===== config.mk =====
export PLATFORM = sky130hd
export DESIGN_NAME = alu_sequencer
export DESIGN_NICKNAME = d
export VERILOG_FILES = /design/src/rtl/alu_sequencer.sv
export SDC_FILE = /design/constraint.sdc
export NUM_CORES = 1
export LEC_CHECK = 0
export ABC_AREA = 1
export CORE_MARGIN = 5
export CORE_UTILIZATION = 42
export DETAILED_ROUTE_END_ITERATION = 16
export GPL_ROUTABILITY_DRIVEN = 0
export GPL_TIMING_DRIVEN = 0
export MAX_ROUTING_LAYER = met4
export PLACE_DENSITY = 0.86
export SYNTH_ARGS = -nofsm -noshare
export SYNTH_HDL_FRONTEND = slang
export SYNTH_SLANG_ARGS = --single-unit

===== constraint.sdc =====
create_clock -name clk -period 3.06 [get_ports clk]
set_clock_uncertainty 0.15 [all_clocks]
set_input_delay 0.306 -clock clk [delete_from_list [all_inputs] [get_ports clk]]
set_output_delay 0.306 -clock clk [all_outputs]
set_load 0.05 [all_outputs]

===== src/rtl/alu_sequencer.sv =====
// alu_sequencer: two-requester round-robin front end for a 32-bit ALU.
// Accepts one operation at a time, drives registered ALU operands, times the
// multi-cycle MOD unit with a down-counter and returns the captured result.
module alu_sequencer #(
  parameter int unsigned WIDTH      = 32,
  parameter int unsigned MOD_CYCLES = 34
) (
  input  logic             clk,
  input  logic             reset,
  input  logic [1:0]       req_valid,
  output logic [1:0]       req_ready,
  input  logic [WIDTH-1:0] req_a0,
  input  logic [WIDTH-1:0] req_b0,
  input  logic [WIDTH-1:0] req_a1,
  input  logic [WIDTH-1:0] req_b1,
  input  logic [2:0]       req_op0,
  input  logic [2:0]       req_op1,
  output logic [1:0]       resp_valid,
  input  logic [1:0]       resp_ready,
  output logic [WIDTH-1:0] resp_data,
  output logic             busy,
  output logic [WIDTH-1:0] alu_a,
  output logic [WIDTH-1:0] alu_b,
  output logic [2:0]       alu_op,
  output logic             alu_start,
  input  logic [WIDTH-1:0] alu_result
);

  localparam int unsigned OP_W  = 3;
  localparam int unsigned CNT_W = (MOD_CYCLES > 1) ? $clog2(MOD_CYCLES) : 1;

  localparam logic [OP_W-1:0] OP_SLT = 3'b100;
  localparam logic [OP_W-1:0] OP_MOD = 3'b111;

  typedef enum logic [1:0] {
    IDLE = 2'd0,
    EXEC = 2'd1,
    RESP = 2'd2
  } state_t;

  state_t            state;
  state_t            next_state;
  logic              ptr;
  logic              gnt;
  logic [CNT_W-1:0]  cnt;

  logic              sel;
  logic              accept;
  logic              capture;
  logic              finish;
  logic [WIDTH-1:0]  sel_a;
  logic [WIDTH-1:0]  sel_b;
  logic [OP_W-1:0]   sel_op;

  // State register
  always_ff @(posedge clk or negedge reset) begin
    if (!reset) begin
      state <= IDLE;
    end else begin
      state <= next_state;
    end
  end

  // Next-state, arbitration and combinational request accept
  always_comb begin
    next_state = state;
    req_ready  = '0;
    sel        = ptr;
    accept     = 1'b0;
    capture    = 1'b0;
    finish     = 1'b0;
    case (state)
      IDLE: begin
        if (reset && (req_valid != 2'b00)) begin
          if (req_valid == 2'b01) begin
            sel = 1'b0;
          end else if (req_valid == 2'b10) begin
            sel = 1'b1;
          end
          accept         = 1'b1;
          req_ready[sel] = 1'b1;
          next_state     = EXEC;
        end
      end
      EXEC: begin
        if ((alu_op != OP_MOD) || (cnt == '0)) begin
          capture    = 1'b1;
          next_state = RESP;
        end
      end
      RESP: begin
        if (resp_ready[gnt]) begin
          finish     = 1'b1;
          next_state = IDLE;
        end
      end
      default: begin
        next_state = IDLE;
      end
    endcase
    sel_a  = sel ? req_a1  : req_a0;
    sel_b  = sel ? req_b1  : req_b0;
    sel_op = sel ? req_op1 : req_op0;
  end

  // Datapath, MOD timer, round-robin pointer and registered outputs
  always_ff @(posedge clk or negedge reset) begin
    if (!reset) begin
      ptr        <= 1'b0;
      gnt        <= 1'b0;
      cnt        <= '0;
      alu_a      <= '0;
      alu_b      <= '0;
      alu_op     <= '0;
      alu_start  <= 1'b0;
      resp_data  <= '0;
      resp_valid <= '0;
      busy       <= 1'b0;
    end else begin
      busy       <= (next_state != IDLE);
      resp_valid <= (next_state == RESP) ? (gnt ? 2'b10 : 2'b01) : 2'b00;
      alu_start  <= accept && (sel_op == OP_MOD);
      if (accept) begin
        alu_a  <= sel_a;
        alu_b  <= sel_b;
        alu_op <= sel_op;
        gnt    <= sel;
        if (sel_op == OP_MOD) begin
          cnt <= CNT_W'(MOD_CYCLES - 1);
        end
      end else if ((state == EXEC) && (cnt != '0)) begin
        cnt <= cnt - CNT_W'(1);
      end
      // The ALU smears the less-than bit across the word; return it as 0/1
      if (capture) begin
        resp_data <= (alu_op == OP_SLT) ? {{(WIDTH-1){1'b0}}, alu_result[0]} : alu_result;
      end
      if (finish) begin
        ptr <= ~gnt;
      end
    end
  end

endmodule

==> summary.md <==
| Metric | Value |
|---|---|
| Area growth from synthesis to layout | `72.5%` |
| Sequential share of the synthesized area | `56.0%` |
| Clock latency on the worst-skew pair | `400 ps` |
| Rel. slew slack | `54.3%` |
| Worst-Margin Slew | `686 ps` |
| Worst reg2reg startpoint | `cnt[0]` |
| Pwr per Cell Area | `1240 nW/um2` |
| Post-synth top cells | `nand2_1, dfrtp_1, nor2_1` |
| Vias per cell | `5.04` |
| Width of the die | `120 um` |
| R2R cell count | `7` |
| # diodes | `0` |
| Final number of hold-violating endpoints | `0` |
| Post-synth top area share | `56.0%` |
| Yosys reg bits | `113` |
| Mapped Cells | `605` |
| CP arrival | `2470 ps` |
| Crit-path most repeated cell | `nand2_2` |
| FF-to-FF setup slack | `1080 ps` |
| I/O pins | `277` |
| Outcome | `complete, no violations` |
| Antenna-violating nets left | `0` |
| Area of the multi-input gates | `1960 um2` |
| Met2 wire length | `9.29 mm` |
| Top FF cell, synth | `dfrtp_1` |
| WHS Endpoint | `resp_data[3]` |
| Worst min path class | `input pin to register` |
| CP required | `2600 ps` |
| Leak Pwr | `3.93 nW` |
| DRC viols | `0` |
| Num rows | `40` |
| Total clock sinks | `113` |
| Crit path launch type | `input pin` |
| FMAX | `0.342 GHz` |
| Met3 WL | `1.75 mm` |
| First-pass GRT wire length | `28.6 mm` |
| Initial antenna violation count | `0` |
| Die Ht | `120 um` |
| Pin count of the biggest net entering global routing | `87` |
| CP Max Fanout | `7` |
| Max VDD drop | `0.737 mV` |
| CP Class | `input pin to primary output` |
| Reg area | `2830 um2` |
| Placed cells | `1029` |
| RSZ-0062 raised after global routing | `no` |
| Met1 Wirelength | `7.21 mm` |
| Post-synth EDFFs | `0` |
| Final WL | `18.8 mm` |
| Drt pass-1 iters | `5` |
| Cell with the largest stage delay on the worst path | `clkdlybuf4s50_1` |
| Initial Util | `42.4%` |
| Synth unique cells | `23` |
| DPL Wire Length | `13.7 mm` |
| CP Cell Sequence | `dlygate4sd3_1 -> buf_6 -> buf_16 -> nand2_2 -> nor2_4 -> nand2_2 -> inv_1 -> clkdlybuf4s50_1` |
| CTS tree | `yes` |
| Routed via count | `5368` |
| Mapped Area | `5050 um2` |
| Final min period | `2920 ps` |
| Finished Core Util | `73.1%` |
| Fillers | `877` |
| Max incr delay on CP | `820 ps` |
| Share of layout cells above drive strength 1 | `6.86%` |
| Synth warnings | `0` |
| Avg Cell Area, Syn | `8.35 um2` |
| Highest routed layer | `met4` |
| Max_cap viols | `0` |
| Crit-path leading delay family | `buffers and inverters` |
| Final setup viols | `0` |
| CP endpoint kind | `primary output` |
| Drt wl/cell | `17.6 um` |
| Non-filler instance count after layout | `1065` |
| Core footprint | `11900 um2` |
| Hold Crit Start | `alu_result[3]` |
| Syn_nets | `779` |
| IO buf count | `276` |
| CTS buffer count | `17` |
| Reg-to-reg endpoint | `resp_data[22]` |
| Total gr overflow | `0` |
| Vias in the first global route | `5463` |
| Top-count cell post-synth | `nand2_1` |
| Total die area | `14300 um2` |
| Fin nets | `1080` |
| Synth area leaders | `dfrtp_1, nand2_1, a21oi_1` |
| Async SR Flop Fraction | `100%` |
| Total track usage | `26.6%` |
| CTS root buffer | `clkbuf_16` |
| Hold path cells | `3` |
| Final period utilization | `95.5%` |
| CTS max path bufs | `2` |
| Clock transition at path regs | `50 ps` |
| Area leader, netlist | `dfrtp_1` |
| H-tree levels | `4` |
| Final Max Slew Viols | `0` |
| Crit path buf inv count | `5` |
| Starting DRT DRC Count | `373` |
[timing repair]
action,CTS,global route
setup endpoints to repair,1,0
gates resized for setup,1,0
endpoints found under the hold margin,27,0
hold buffers,5,0
buffers inserted,0,0
[sequential cells by signal (all words and copies together) (netlist names)]
signal,count
alu_start,1
alu_a,32
busy,1
ptr,1
gnt,1
resp_data,32
alu_op,3
cnt,6
alu_b,32
resp_valid,2
state,2
[worst max-delay path by stage]
| stage | from | end | cells past startpoint |
|---|---|---|---|
| after floorplan | state[1] | req_ready[0] | 4 |
| after global routing | reset | req_ready[1] | 8 |
| after global placement | reset | req_ready[0] | 5 |
| final | reset | req_ready[1] | 8 |
| after detailed placement | reset | req_ready[0] | 6 |
| after CTS | reset | req_ready[1] | 8 |
[power by group]
part / total (mW) / leakage (nW) / internal [mW] / switching [mW]
Clock: 2.01 / 0.294 / 1.36 / 0.654
Sequential: 2.68 / 1.38 / 2.23 / 0.449
Combinational: 6.11 / 2.25 / 2.03 / 4.08
[stage by stage]
stage | cell area, um2 | setup WS (ps) | power (mW) | hold WS [ps] | setup TNS (ps)
finish | 8710 | 138 | 10.8 | 323 | 0
detailed placement | 8030 | -96.0 | 8.77 | 45.8 | -96.0
global route | 8710 | 56.5 | 11.4 | 332 | 0
global placement | 8000 | -4170 | 8.65 | 315 | -604580
floorplan | 5050 | 1210 | 6.54 | -140 | 0
CTS | 8710 | 113 | 10.8 | 312 | 0
[cell families (layout without fill, tap and decap cells)]
logic type,Yosys count,after routing,share of synthesized area (%)
xor+xnor,3,3,0.520
mux,1,1,0.223
fa+ha+maj,2,2,0.495
flops,113,113,56.0
simple gates,270,270,21.4
compound gates,164,164,16.2
buf+inv,52,365,5.18
[worst register-to-register path: cells and delay by family, from the launching register on]
kind	cells	cell delay [ps]
buffers and inverters	2	440
AND/OR/NAND/NOR	3	520
flip-flops	1	360
adder cells (fa/ha/maj)	1	200
AO/OA/AOI/OAI	1	170
[metal layers]
metal	global-route usage (%)	vias to the layer above
li1	-	2572
met1	29.6	2506
met2	44.8	255
met3	8.81	35
met4	9.31	0
met5	-	-
[final cells by class]
| class | instances | share of cell area (%) |
|---|---|---|
| Buffer | 38 | 2.40 |
| Clock buffer | 26 | 5.73 |
| Clock inverter | 5 | 1.15 |
| Inverter | 14 | 0.603 |
| Multi-Input combinational cell | 440 | 22.5 |
| Sequential cell | 113 | 32.5 |
| Tap cell | 147 | 2.11 |
| Timing Repair Buffer | 282 | 33.0 |
[cell usage in the layout (no fill, tap or decap), types with 2 or more instances in the layout]
master           instances
a21oi_1                 66
buf_1                    3
buf_12                   2
buf_16                   2
buf_2                   11
buf_4                    2
buf_6                    7
bufinv_16                3
clkbuf_1                21
clkbuf_16               17
clkbuf_8                 4
clkdlybuf4s50_1        274
clkinv_2                 2
dfrtp_1                113
dlygate4sd3_1            2
ha_1                     2
inv_1                   13
nand2_1                166
nand2_2                  6
nand3_1                 15
nor2_1                  77
o21ai_0                 38
o21ai_1                 60
or2_2                    2
xor2_1                   3
Note: power is estimated with default switching activity, not from simulation.
